### config.mk
export PLATFORM = sky130hd
export DESIGN_NAME = m_axis_cq_adapt_128b
export DESIGN_NICKNAME = d
export VERILOG_FILES = /design/src/rtl/m_axis_cq_adapt_128b_pkg.sv /design/src/rtl/axis_iff.sv /design/src/rtl/m_axis_cq_adapt_128b.sv
export SDC_FILE = /design/constraint.sdc
export NUM_CORES = 1
export LEC_CHECK = 0
export ABC_CLOCK_PERIOD_IN_PS = 5220
export BUFFER_PORTS_ARGS = -buffer_cell sky130_fd_sc_hd__buf_2
export CAP_MARGIN = 25
export CORE_MARGIN = 2
export CORE_UTILIZATION = 33
export CTS_CLUSTER_DIAMETER = 100
export DETAILED_ROUTE_END_ITERATION = 16
export MAX_ROUTING_LAYER = met4
export PLACE_DENSITY = 0.59
export SLEW_MARGIN = 20
export SYNTH_ARGS = -nofsm -noshare
export SYNTH_HDL_FRONTEND = slang
export SYNTH_HIERARCHICAL = 1
export SYNTH_SLANG_ARGS = --single-unit
### constraint.sdc
create_clock -name user_clk -period 5.22 [get_ports user_clk]
set_input_delay 0.783 -clock user_clk [delete_from_list [all_inputs] [get_ports user_clk]]
set_output_delay 0.783 -clock user_clk [all_outputs]
set_load 0.01 [all_outputs]
### src/rtl/m_axis_cq_adapt_128b_pkg.sv
// Shared definitions for the CQ adapter: request-type codes, fmt/type bytes,
// descriptor field offsets and the register-slice beat layout.
package m_axis_cq_adapt_128b_pkg;

    typedef enum logic [1:0] {
        ST_HDR  = 2'd0,
        ST_DATA = 2'd1,
        ST_DROP = 2'd2
    } cq_state_e;

    // Core request-type codes (descriptor [78:75])
    localparam logic [3:0] REQ_MEM_RD    = 4'b0000;
    localparam logic [3:0] REQ_MEM_WR    = 4'b0001;
    localparam logic [3:0] REQ_LOCKED_RD = 4'b0111;

    // TLP fmt/type bytes for the 4-DW (64-bit address) header form
    localparam logic [7:0] FMT_MEM_RD    = 8'h20;
    localparam logic [7:0] FMT_MEM_WR    = 8'h60;
    localparam logic [7:0] FMT_LOCKED_RD = 8'h21;

    // Descriptor field bit offsets
    localparam int DESC_ADDR_LSB  = 2;
    localparam int DESC_DWCNT_LSB = 64;
    localparam int DESC_TYPE_LSB  = 75;
    localparam int DESC_REQID_LSB = 80;
    localparam int DESC_TAG_LSB   = 96;
    localparam int DESC_BAR_LSB   = 112;
    localparam int DESC_TC_LSB    = 121;
    localparam int DESC_ATTR_LSB  = 124;

    // One beat as carried through the input slice: {discontinue, be, keep, data}
    typedef struct packed {
        logic         disc;
        logic [7:0]   be;
        logic [3:0]   keep;
        logic [127:0] data;
    } slice_beat_t;

    // Returns {supported, fmt_type} for a core request type
    function automatic logic [8:0] decode_type(input logic [3:0] req_type);
        case (req_type)
            REQ_MEM_RD:    return {1'b1, FMT_MEM_RD};
            REQ_MEM_WR:    return {1'b1, FMT_MEM_WR};
            REQ_LOCKED_RD: return {1'b1, FMT_LOCKED_RD};
            default:       return 9'h000;
        endcase
    endfunction

endpackage

### src/rtl/axis_iff.sv
// Single-entry AXI-stream register slice. Accepts a new beat whenever it is
// empty or its current beat leaves in the same cycle, so back-to-back beats
// flow at full rate. Ready is held low while reset is asserted.
module axis_iff #(
    parameter int W = 8
) (
    input  logic         clk,
    input  logic         rst,
    input  logic [W-1:0] s_data,
    input  logic         s_eop,
    input  logic         s_valid,
    output logic         s_ready,
    output logic [W-1:0] m_data,
    output logic         m_eop,
    output logic         m_valid,
    input  logic         m_ready
);

    logic         valid_q, valid_d;
    logic         eop_q, eop_d;
    logic [W-1:0] data_q, data_d;

    // Load a new beat when the slot is free or being drained this cycle
    always_comb begin
        s_ready = ~rst & (~valid_q | m_ready);
        valid_d = valid_q;
        eop_d   = eop_q;
        data_d  = data_q;
        if (s_ready) begin
            valid_d = s_valid;
            if (s_valid) begin
                eop_d  = s_eop;
                data_d = s_data;
            end
        end
    end

    // Slice storage
    always_ff @(posedge clk or posedge rst) begin
        if (rst) begin
            valid_q <= 1'b0;
            eop_q   <= 1'b0;
            data_q  <= '0;
        end else begin
            valid_q <= valid_d;
            eop_q   <= eop_d;
            data_q  <= data_d;
        end
    end

    assign m_data  = data_q;
    assign m_eop   = eop_q;
    assign m_valid = valid_q;

endmodule

### src/rtl/m_axis_cq_adapt_128b.sv
// Converts the core's 128-bit CQ stream (descriptor + payload) into a TLP
// stream with a 4-DW header. Unsupported requests are swallowed and counted.
module m_axis_cq_adapt_128b
    import m_axis_cq_adapt_128b_pkg::*;
#(
    parameter int DATA_WIDTH = 128,
    parameter int KEEP_WIDTH = DATA_WIDTH / 8
) (
    input  logic                  user_clk,
    input  logic                  user_reset,
    input  logic [DATA_WIDTH-1:0] m_axis_cq_tdata,
    input  logic [3:0]            m_axis_cq_tkeep,
    input  logic                  m_axis_cq_tlast,
    output logic                  m_axis_cq_tready,
    input  logic [84:0]           m_axis_cq_tuser,
    input  logic                  m_axis_cq_tvalid,
    output logic [DATA_WIDTH-1:0] m_axis_cq_tdata_a,
    output logic [KEEP_WIDTH-1:0] m_axis_cq_tkeep_a,
    output logic                  m_axis_cq_tlast_a,
    output logic                  m_axis_cq_tvalid_a,
    input  logic                  m_axis_cq_tready_a,
    output logic [3:0]            m_axis_cq_tuser_a,
    output logic [15:0]           cq_drop_count
);

    cq_state_e    state_q, state_d;
    logic [2:0]   bar_q, bar_d;
    logic [15:0]  drop_cnt_q, drop_cnt_d;

    slice_beat_t  in_beat, sl_beat;
    logic         sl_valid, sl_ready, sl_eop;
    logic         hdr_ok;
    logic [7:0]   hdr_fmt;
    logic [127:0] hdr_data;
    logic [2:0]   desc_bar;
    logic         unused_tuser;

    assign in_beat = '{disc: m_axis_cq_tuser[41], be: m_axis_cq_tuser[7:0],
                       keep: m_axis_cq_tkeep, data: m_axis_cq_tdata};
    assign unused_tuser = ^{m_axis_cq_tuser[84:42], m_axis_cq_tuser[40:8]};

    axis_iff #(
        .W($bits(slice_beat_t))
    ) u_iff (
        .clk    (user_clk),
        .rst    (user_reset),
        .s_data (in_beat),
        .s_eop  (m_axis_cq_tlast),
        .s_valid(m_axis_cq_tvalid),
        .s_ready(m_axis_cq_tready),
        .m_data (sl_beat),
        .m_eop  (sl_eop),
        .m_valid(sl_valid),
        .m_ready(sl_ready)
    );

    assign {hdr_ok, hdr_fmt} = decode_type(sl_beat.data[DESC_TYPE_LSB +: 4]);
    assign desc_bar = sl_beat.data[DESC_BAR_LSB +: 3];

    // Build the 4-DW, 64-bit-address TLP header from the descriptor beat
    always_comb begin
        hdr_data          = '0;
        hdr_data[31:24]   = hdr_fmt;
        hdr_data[22:20]   = sl_beat.data[DESC_TC_LSB +: 3];
        hdr_data[18]      = sl_beat.data[DESC_ATTR_LSB + 2];
        hdr_data[13:12]   = sl_beat.data[DESC_ATTR_LSB +: 2];
        hdr_data[9:0]     = sl_beat.data[DESC_DWCNT_LSB +: 10];
        hdr_data[39:32]   = sl_beat.be;
        hdr_data[47:40]   = sl_beat.data[DESC_TAG_LSB +: 8];
        hdr_data[63:48]   = sl_beat.data[DESC_REQID_LSB +: 16];
        hdr_data[95:64]   = sl_beat.data[63:32];
        hdr_data[127:98]  = sl_beat.data[31:DESC_ADDR_LSB];
    end

    // FSM next state, output remap, bar latch and drop counter
    always_comb begin
        state_d            = state_q;
        bar_d              = bar_q;
        drop_cnt_d         = drop_cnt_q;
        sl_ready           = 1'b0;
        m_axis_cq_tvalid_a = 1'b0;
        m_axis_cq_tdata_a  = sl_beat.data;
        m_axis_cq_tlast_a  = sl_eop;
        m_axis_cq_tuser_a  = {bar_q, sl_beat.disc};
        for (int i = 0; i < 4; i++) begin
            m_axis_cq_tkeep_a[4*i +: 4] = {4{sl_beat.keep[i]}};
        end
        case (state_q)
            ST_HDR: begin
                m_axis_cq_tdata_a = hdr_data;
                m_axis_cq_tkeep_a = '1;
                m_axis_cq_tuser_a = {desc_bar, sl_beat.disc};
                if (hdr_ok) begin
                    m_axis_cq_tvalid_a = sl_valid;
                    sl_ready           = m_axis_cq_tready_a;
                end else begin
                    // unsupported descriptors are swallowed without output
                    sl_ready = 1'b1;
                end
                if (sl_valid && sl_ready) begin
                    bar_d = desc_bar;
                    if (!hdr_ok && drop_cnt_q != 16'hFFFF) begin
                        drop_cnt_d = drop_cnt_q + 16'd1;
                    end
                    if (!sl_eop) begin
                        state_d = hdr_ok ? ST_DATA : ST_DROP;
                    end
                end
            end
            ST_DATA: begin
                m_axis_cq_tvalid_a = sl_valid;
                sl_ready           = m_axis_cq_tready_a;
                if (sl_valid && sl_ready && sl_eop) begin
                    state_d = ST_HDR;
                end
            end
            ST_DROP: begin
                sl_ready = 1'b1;
                if (sl_valid && sl_eop) begin
                    state_d = ST_HDR;
                end
            end
            default: begin
                state_d = ST_HDR;
            end
        endcase
    end

    // State, latched bar and drop counter registers
    always_ff @(posedge user_clk or posedge user_reset) begin
        if (user_reset) begin
            state_q    <= ST_HDR;
            bar_q      <= 3'd0;
            drop_cnt_q <= 16'd0;
        end else begin
            state_q    <= state_d;
            bar_q      <= bar_d;
            drop_cnt_q <= drop_cnt_d;
        end
    end

    assign cq_drop_count = drop_cnt_q;

endmodule

==> flow_metrics.py, run 1 <==
metrics = {
    "setup_path": {
        "endpoint": "m_axis_cq_tdata_a[30]",
        "end_kind": "output port",
        "r2r_start": "u_iff/m_data[76]",
        "startpoint": "state_q[1]",
        "crit_required_ps": 4440,
        "r2r_end": "u_iff/m_data[6]",
        "critPathMaxFanout": 74,
        "r2r_cells": 8,
        "startpoint_type": "flip-flop",
        "path_class": "reg -> out",
        "arrival_ps": 2410,
        "regToRegSetupSlack_ps": 2430,
    },
    "synth": {
        "synth_cell_types": 39,
        "synthesis.instances": 812,
        "ys_seq_elements": 164,
        "synthesis.nets": 1035,
        "syn-cell-area_um2": 8410,
        "synth-edff-count": 0,
        "async_flop_share": 1.00,
        "yosysWarnings": 6,
        "yosysSeqAreaShare": 0.488,
        "syn_area_per_cell_um2": 10.4,
        "ys.flop_type": "dfrtp_1",
    },
    "sta": {
        "fin_hold_ws_ps": 506,
        "fin_skew_ps": 11.4,
        "rsz0062_at_grt": "no",
        "drv_slew": 0,
        "fin_crit_sh": 0.612,
        "hold_viol_final": 0,
        "max_freq_mhz": 313,
        "tns_ps": 0,
        "tightest_slew_ps": 848,
        "setup_viol": 0,
        "slew_headroom": 0.434,
        "fin_crit_ps": 3190,
    },
    "grt": {
        "overflow": 0,
        "grt_max_degree": 87,
        "busiest_layer": "met2",
        "antenna_found_initial": 1,
        "grt_pass1_vias": 6412,
        "grt_use_met2": 0.268,
        "grt_pass1_wl_um": 34800,
        "met1_usage": 0.220,
        "grt_usage": 0.171,
        "gr-usage-met3": 0.0475,
    },
    "pwr": {
        "p_int_uw": 3280,
        "p_seq_frac": 0.320,
        "leakage_uw": 0.00572,
        "finalPower_uw": 5590,
        "switchingPower_uw": 2310,
        "peakVddDrop_mv": 0.206,
        "pwr-share-clk": 0.222,
        "power_frac_comb": 0.458,
        "power_per_cell_area_nw_per_um2": 523,
        "swShare": 0.413,
    },
    "detailed_routing": {
        "viasPerCell": 4.56,
        "antenna_left": 0,
        "vias": 6569,
        "remaining_drc_errors": 0,
        "dr.pass1.iters": 4,
        "drt-wirelength-per-cell_um": 15.5,
        "drtIter0Drc": 327,
        "wl_um": 22300,
    },
    "clock_network": {
        "htree_levels": 4,
        "clkSinkCount": 164,
        "tritoncts": "done",
        "root_buffer": "clkbuf_16",
        "clk_transition_reported_paths_ps": 70,
        "postCtsSetupRepairBufs": 0,
        "post_cts_resized": 0,
        "cts_made_buffers": 17,
        "cts_buffer_depth": 2,
        "cts_hold_buf": 0,
        "clk_latency_ps": 430,
    },
    "worst_hold_path": {
        "hold_path_class": "reg -> reg",
    },
    "cells_and_area": {
        "fin_util": 0.425,
        "final_layout_size_suffix_gt1_frac": 0.458,
        "fin_area_um2": 10700,
        "area_delta_synth_final_pct": 27.0,
        "final_cell_mix": "352 x nand2_1, 312 x buf_2, 164 x dfrtp_1",
        "final_common_cell": "nand2_1",
        "final_nets": 1319,
    },
    "run": {
        "cap_viol_max_count": 0,
    },
    "die": {
        "dieWidth_um": 164,
        "die_area_um2": 26800,
        "ioPinCount": 389,
        "fp.dieH_um": 164,
        "fp.coreArea_um2": 25100,
        "initial_core_util": 0.335,
        "rows": 58,
    },
    "placement": {
        "hpwl_um": 15500,
        "gp_congestion": 0.780,
        "dpl_cell_area_um2": 10100,
        "port_buffers": 312,
    },
    "outcome": {
        "outcome": "complete, no violations",
    },
}
worst max-delay path: stages (launching register included):
cell     delay, ps
dfrtp_1        500
or2_4          670
buf_12         360
nand2_1        170
o21ai_0        100
buf_2          160
worst min-delay path by stage:
stage / start / to / slack [ps] / cells past startpoint
final: cq_drop_count[15] / cq_drop_count[15] / 510 / 1
after global routing: u_iff/m_data[136] / u_iff/m_data[136] / 520 / 1
after CTS: cq_drop_count[15] / cq_drop_count[15] / 510 / 1
after detailed placement: u_iff/m_data[129] / u_iff/m_data[129] / 490 / 1
after global placement: u_iff/m_data[129] / u_iff/m_data[129] / 480 / 1
after floorplan: u_iff/m_data[128] / u_iff/m_data[128] / 470 / 1
registers in the layout (all words and copies together), names as in the netlist:
register and cells:
u_iff/m_data 141, u_iff/m_eop 1, bar_q 3, cq_drop_count 16, u_iff/m_valid 1, state_q 2
synthesized netlist by cell type, types with 2 or more instances:
library cell,number,area (µm²)
dfrtp_1,164,4100
nor4_1,8,50.1
mux2_2,66,743
nand4_1,5,31.3
nor3_1,5,25.0
nor2_4,2,22.5
clkbuf_1,23,86.3
buf_4,12,90.1
o21ai_0,4,20.0
nand2b_1,4,25.0
xor2_1,15,131
inv_1,4,15.0
nor2_1,4,15.0
and4_1,2,17.5
buf_8,9,135
nand3_1,6,30.0
buf_1,4,15.0
and2_1,16,100
buf_2,7,35.0
nand2_1,352,1320
mux2_4,80,1200
nor3b_1,2,15.0
a21oi_1,2,10.0
kinds of logic after synthesis:
group           count (synthesis)  synth area share
compound gates                 11           0.00893
xor+xnor                       15            0.0156
fa+ha+maj                       1           0.00149
buf+inv                        59            0.0448
flops                         164             0.488
mux                           146             0.231
simple gates                  416             0.210
per-layer routing:
| layer | vias to the layer above | share of wire |
|---|---|---|
| met5 | - | 0 |
| met4 | 0 | 0.011 |
| met3 | 14 | 0.070 |
| met2 | 199 | 0.47 |
| met1 | 3144 | 0.45 |
| li1 | 3212 | - |
final cells by class:
class	instances	area [µm²]
Multi-Input combinational cell	589	3930
Clock buffer	18	429
Clock inverter	14	135
Tap cell	330	413
Sequential cell	164	4100
Timing Repair Buffer	320	1650
Fill cell	2532	14400
Antenna cell	1	2.50
Inverter	4	20.0
power by group through the flow:
stage | Clock, µW | Combinational [µW] | Sequential (µW)
2_1_floorplan | 0 | 1680 | 1750
3_3_place_gp | 0 | 2610 | 1800
3_5_place_dp | 0 | 2610 | 1810
4_1_cts | 1290 | 2620 | 1790
5_1_grt | 1340 | 2840 | 1830
6_report | 1240 | 2560 | 1790
per-stage QoR:
stage	instances	setup slack, ps
4_1_cts	1439	1950
3_3_place_gp	1407	2400
3_5_place_dp	1407	2420
5_1_grt	1440	1860
2_1_floorplan	812	599
6_report	1440	2030
Power figures use the tool's default switching activity.
==> inputs of run 2 (changes only) <==
--- a/config.mk
+++ b/config.mk
@@ -5,7 +5,7 @@
 export SDC_FILE = /design/constraint.sdc
 export NUM_CORES = 1
 export LEC_CHECK = 0
-export ABC_CLOCK_PERIOD_IN_PS = 5220
+export ABC_CLOCK_PERIOD_IN_PS = 2600
 export BUFFER_PORTS_ARGS = -buffer_cell sky130_fd_sc_hd__buf_2
 export CAP_MARGIN = 25
 export CORE_MARGIN = 2
@@ -13,7 +13,7 @@
 export CTS_CLUSTER_DIAMETER = 100
 export DETAILED_ROUTE_END_ITERATION = 16
 export MAX_ROUTING_LAYER = met4
-export PLACE_DENSITY = 0.59
+export PLACE_DENSITY = 0.61
 export SLEW_MARGIN = 20
 export SYNTH_ARGS = -nofsm -noshare
 export SYNTH_HDL_FRONTEND = slang
==> constraint.sdc (replaced) <==
create_clock -name user_clk -period 2.6 [get_ports user_clk]
set_input_delay 0.39 -clock user_clk [delete_from_list [all_inputs] [get_ports user_clk]]
set_output_delay 0.39 -clock user_clk [all_outputs]
set_load 0.01 [all_outputs]
==> flow_metrics.py, run 2 (synthesized netlist as in run 1, its figures left out) <==
metrics = {
    "die": {
        "rows": 58,
        "initial_core_util": 0.335,
        "dieWidth_um": 164,
        "die_area_um2": 26800,
        "fp.coreArea_um2": 25100,
        "ioPinCount": 389,
        "fp.dieH_um": 164,
    },
    "detailed_routing": {
        "wl_met3_um": 1680,
        "dr.pass1.iters": 6,
        "top_layer": "met4",
        "wirelength_met1_um": 10200,
        "drtIter0Drc": 281,
        "wl_um": 22800,
        "vias": 6723,
        "viasPerCell": 4.61,
        "remaining_drc_errors": 0,
        "met2WireLength_um": 10500,
        "antenna_left": 0,
        "drt-wirelength-per-cell_um": 15.6,
    },
    "placement": {
        "dpl_cell_area_um2": 10300,
        "dpl_worst_slack_ps": -67.2,
        "hpwl_um": 16200,
        "placed_cells": 1423,
        "gp_congestion": 0.799,
        "port_buffers": 312,
    },
    "clock_network": {
        "clk_transition_reported_paths_ps": 60,
        "tritoncts": "done",
        "cts_buffer_depth": 2,
        "root_buffer": "clkbuf_16",
        "clkSinkCount": 164,
        "htree_levels": 4,
        "cts_made_buffers": 17,
        "clk_latency_ps": 420,
    },
    "sta": {
        "hold_viol_final": 0,
        "drv_slew": 0,
        "setup_viol": 0,
        "max_freq_mhz": 412,
        "slew_headroom": 0.411,
        "worst_slack_ps": 174,
        "rsz0062_at_grt": "no",
        "fin_hold_ws_ps": 9.98,
        "tightest_slew_ps": 882,
        "fin_crit_sh": 0.933,
        "fin_skew_ps": 17.0,
        "fin_crit_ps": 2430,
    },
    "cells_and_area": {
        "final_layout_size_suffix_gt1_frac": 0.466,
        "largest_reg_flops": 141,
        "fin_cells": 1457,
        "area_delta_synth_final_pct": 30.0,
        "regArea_um2": 4100,
        "nFillCells": 2456,
        "fin_area_um2": 10900,
        "final_nets": 1337,
        "final_cell_mix": "352 x nand2_1, 312 x buf_2, 164 x dfrtp_1",
        "final_common_cell": "nand2_1",
        "multiInputGateArea_um2": 3930,
    },
    "pwr": {
        "power_per_cell_area_nw_per_um2": 1060,
        "swShare": 0.400,
        "p_int_uw": 6920,
        "peakVddDrop_mv": 0.424,
        "power_frac_comb": 0.468,
        "leakage_uw": 0.00583,
        "switchingPower_uw": 4620,
        "p_seq_frac": 0.311,
        "pwr-share-clk": 0.221,
    },
    "setup_path": {
        "worstPathBufferInverterCount": 1,
        "cpLargestDelayFamily": "simple AND/OR/NAND/NOR gates",
        "cp_num_cells": 7,
        "end_kind": "output port",
        "regToRegSetupSlack_ps": 210,
        "crit_required_ps": 2210,
        "r2r_cells": 8,
        "startpoint_type": "flip-flop",
        "critPathMaxFanout": 3,
        "path_class": "reg -> out",
        "crit_chain": "or3_1 > and2_1 > nor2_1 > o22ai_1 > nor2b_2 > nor2_1 > buf_2",
        "cpPeakStageDelay_ps": 420,
        "crit_slowest_cell": "or3_1",
        "critical_path.most_common_cell": "nor2_1",
        "arrival_ps": 2040,
    },
    "worst_hold_path": {
        "hold_path_class": "in -> async",
    },
    "grt": {
        "grt_max_degree": 67,
        "overflow": 0,
        "grt_pass1_vias": 6659,
        "antenna_found_initial": 1,
        "grt_pass1_wl_um": 35600,
        "grt_usage": 0.176,
    },
    "run": {
        "cap_viol_max_count": 0,
    },
    "outcome": {
        "outcome": "complete, no violations",
    },
}
run 2: cell types whose count changed in the layout (fill, tap and decap cells not counted):
cell,change
inv_6,-3
buf_12,+8
clkinvlp_4,+3
nor2_2,+1
bufinv_16,+2
inv_8,-3
clkinv_8,-1
buf_4,+9
clkinv_4,+1
run 2: power groups by stage:
stage | Combinational [µW] | Sequential, µW | Clock (µW)
floorplan | 3370 | 3520 | 0
global placement | 5450 | 3600 | 0
detailed placement | 5480 | 3630 | 0
CTS | 5500 | 3590 | 2630
global route | 5990 | 3670 | 2750
finish | 5410 | 3590 | 2550
run 2: worst paths after layout:
path / start / end
min in group user_clk: m_axis_cq_tdata[103] / u_iff/m_data[103]
worst max-delay path: u_iff/m_data[78] / m_axis_cq_tready
max in group asynchronous: user_reset / cq_drop_count[3]
worst min-delay path: user_reset / u_iff/m_eop
worst min register to register: cq_drop_count[15] / cq_drop_count[15]
worst max register to register: u_iff/m_data[76] / u_iff/m_data[56]
run 2: timing repair:
action                     in CTS  in global routing
buffers inserted                0                  1
setup endpoints to repair      98                  1
gates resized for setup         0                  0
hold buffers                    0                  0
gates cloned                    1                  0
pin swaps                       1                  0
run 2: area by class of cell:
| cell class | instances | share of cell area |
|---|---|---|
| sequential | 164 | 0.376 |
| timing repair buffer | 337 | 0.172 |
| tap | 330 | 0.0378 |
| inverter | 4 | 0.00172 |
| multi-input combinational | 590 | 0.360 |
| clock inverter | 13 | 0.0139 |
| antenna | 1 | 0.000229 |
| clock buffer | 18 | 0.0393 |
run 2: metal layers:
| layer | global-route usage | vias up |
|---|---|---|
| met4 | 0.0498 | 0 |
| met3 | 0.0493 | 28 |
| met2 | 0.273 | 235 |
| met5 | - | - |
| met1 | 0.224 | 3210 |
| li1 | - | 3250 |
run 2: stage by stage:
stage / util / setup TNS, ps / total power, µW
finish: 0.435 / 0 / 11500
global route: 0.435 / 0 / 12400
CTS: 0.435 / 0 / 11700
detailed placement: 0.411 / -2110 / 9110
global placement: 0.411 / -31.5 / 9050
floorplan: - / 0 / 6890
==> inputs of run 3 (changes only) <==
--- a/config.mk
+++ b/config.mk
@@ -8,7 +8,6 @@
 export ABC_CLOCK_PERIOD_IN_PS = 2600
 export BUFFER_PORTS_ARGS = -buffer_cell sky130_fd_sc_hd__buf_2
 export CAP_MARGIN = 25
-export CORE_MARGIN = 2
 export CORE_UTILIZATION = 33
 export CTS_CLUSTER_DIAMETER = 100
 export DETAILED_ROUTE_END_ITERATION = 16
@@ -19,3 +18,4 @@
 export SYNTH_HDL_FRONTEND = slang
 export SYNTH_HIERARCHICAL = 1
 export SYNTH_SLANG_ARGS = --single-unit
+export TNS_END_PERCENT = 50
==> constraint.sdc (replaced) <==
create_clock -name user_clk -period 2.6 [get_ports user_clk]
set_input_delay 0 -clock user_clk [delete_from_list [all_inputs] [get_ports user_clk]]
set_output_delay 0 -clock user_clk [all_outputs]
set_load 0.01 [all_outputs]
==> flow_metrics.py, run 3 (synthesized netlist as in run 1, its figures left out) <==
metrics = {
    "pwr": {
        "finalPower_uw": 11700,
        "power_frac_comb": 0.473,
        "peakVddDrop_mv": 0.674,
        "pwr-share-clk": 0.222,
        "power_per_cell_area_nw_per_um2": 946,
        "p_int_uw": 7010,
        "swShare": 0.400,
        "leakage_uw": 0.00643,
        "switchingPower_uw": 4680,
        "p_seq_frac": 0.306,
    },
    "grt": {
        "grt_pass1_vias": 7408,
        "grt_usage": 0.193,
        "antenna_found_initial": 0,
        "overflow": 0,
        "grt_max_degree": 136,
        "grt_pass1_wl_um": 38300,
    },
    "setup_path": {
        "r2r_cells": 8,
        "startpoint_type": "flip-flop",
        "cpPeakStageDelay_ps": 520,
        "crit_required_ps": 2910,
        "crit_chain": "nand4b_1 > and2_1 > nor2_1 > o22ai_1 > nor2b_2 > nor2_4 > buf_4 > mux2_2",
        "r2r_start": "u_iff/m_data[76]",
        "path_class": "reg -> reg",
        "crit_slowest_cell": "nor2_4",
        "startpoint": "u_iff/m_data[76]",
        "r2r_end": "u_iff/m_data[10]",
        "regToRegSetupSlack_ps": 250,
        "critPathMaxFanout": 12,
        "arrival_ps": 2660,
        "end_kind": "flip-flop",
    },
    "placement": {
        "gp_congestion": 0.804,
        "hpwl_um": 15800,
        "port_buffers": 312,
        "dpl_cell_area_um2": 10300,
    },
    "die": {
        "fp.coreArea_um2": 25100,
        "initial_core_util": 0.335,
        "die_area_um2": 26100,
        "rows": 58,
        "fp.dieH_um": 162,
        "dieWidth_um": 162,
        "ioPinCount": 389,
    },
    "cells_and_area": {
        "largest_reg_flops": 141,
        "final_layout_size_suffix_gt1_frac": 0.413,
        "final_common_cell": "nand2_1",
        "antenna_cells": 0,
        "fin_area_um2": 12400,
        "final_nets": 1483,
        "final_cell_mix": "352 x nand2_1, 312 x buf_2, 164 x dfrtp_1",
        "area_delta_synth_final_pct": 47.0,
    },
    "sta": {
        "fin_crit_ps": 2350,
        "fin_skew_ps": 8.78,
        "fin_crit_sh": 0.904,
        "hold_viol_final": 0,
        "slew_headroom": 0.429,
        "tightest_slew_ps": 855,
        "rsz0062_at_grt": "no",
        "setup_viol": 0,
        "max_freq_mhz": 425,
        "drv_slew": 0,
    },
    "clock_network": {
        "clk_latency_ps": 420,
        "postCtsSetupRepairBufs": 0,
        "tritoncts": "done",
        "cts_made_buffers": 17,
        "clk_transition_reported_paths_ps": 70,
        "clkSinkCount": 164,
        "root_buffer": "clkbuf_16",
        "cts_buffer_depth": 2,
        "post_cts_resized": 0,
        "htree_levels": 4,
    },
    "detailed_routing": {
        "vias": 7286,
        "antenna_left": 0,
        "remaining_drc_errors": 1,
        "wl_um": 24200,
        "drtIter0Drc": 331,
        "drt-wirelength-per-cell_um": 15.1,
        "dr.pass1.iters": 12,
        "viasPerCell": 4.55,
    },
    "worst_hold_path": {
        "hold_path_class": "in -> async",
    },
    "run": {
        "cap_viol_max_count": 0,
    },
    "outcome": {
        "violations": "DRC",
        "outcome": "finished, violations left",
    },
}
==> run 3: cell count changes in the layout (fill, tap and decap cells not counted), sizes merged <==
| cell | before | now |
|---|---|---|
| buf | 337 | 338 |
| clkbuf | 18 | 20 |
| diode | 1 | 0 |
| dlygate4sd3 | 0 | 145 |
| inv | 8 | 7 |
==> run 3: how the worst max path moves through the flow <==
stage                                  end  slack (ps)
after global routing      u_iff/m_data[54]         120
after detailed placement  u_iff/m_data[54]         -40
after floorplan            u_iff/m_data[0]         460
final                     u_iff/m_data[10]         250
after global placement     u_iff/m_data[8]          10
after CTS                 u_iff/m_data[54]         210
==> run 3: power by group through the flow <==
stage               sequential (µW)  clock [µW]  combinational (µW)
finish                         3570        2590                5530
floorplan                      3520           0                3370
detailed placement             3610           0                5380
CTS                            3570        2670                5580
global placement               3590           0                5360
global route                   3670        2760                6070
==> run 3: area by class of cell <==
type | count | area [µm²]
fill | 2312 | 12800
sequential | 164 | 4100
multi-input combinational | 590 | 3930
timing repair buffer | 483 | 3300
clock buffer | 20 | 447
tap | 330 | 413
clock inverter | 12 | 144
inverter | 4 | 18.8
==> run 3: routing by layer <==
layer	vias to the layer above	routed length, µm	share of wire	track usage
li1	3532	-	-	-
met1	3485	10600	0.44	0.231
met2	237	11800	0.49	0.322
met3	32	1320	0.055	0.0403
met4	0	474	0.020	0.0648
met5	-	0	0	-
==> run 3: worst max-delay path, delay by kind of cell, from the launching register on <==
| family | cells | cell delay (ps) |
|---|---|---|
| AO/OA/AOI/OAI | 1 | 200 |
| buffers and inverters | 1 | 320 |
| flip-flops | 1 | 380 |
| multiplexers | 1 | 350 |
| AND/OR/NAND/NOR | 5 | 970 |
==> run 3: stage by stage <==
stage          hold slack (ps)  instances   util  setup WS, ps  setup TNS, ps
2_1_floorplan            -23.5        812      -           457              0
3_3_place_gp             -9.72       1425  0.411          12.5              0
3_5_place_dp             -14.7       1425  0.411         -44.8           -538
4_1_cts                   91.2       1603  0.492           206              0
5_1_grt                    125       1603  0.492           121              0
6_report                   123       1603  0.492           249              0
==> run 3: repair_timing <==
| item | 4_1_cts | 5_1_grt |
|---|---|---|
| hold buffers | 145 | 0 |
| endpoints found under the setup margin | 66 | 0 |
| endpoints found under the hold margin | 173 | 0 |
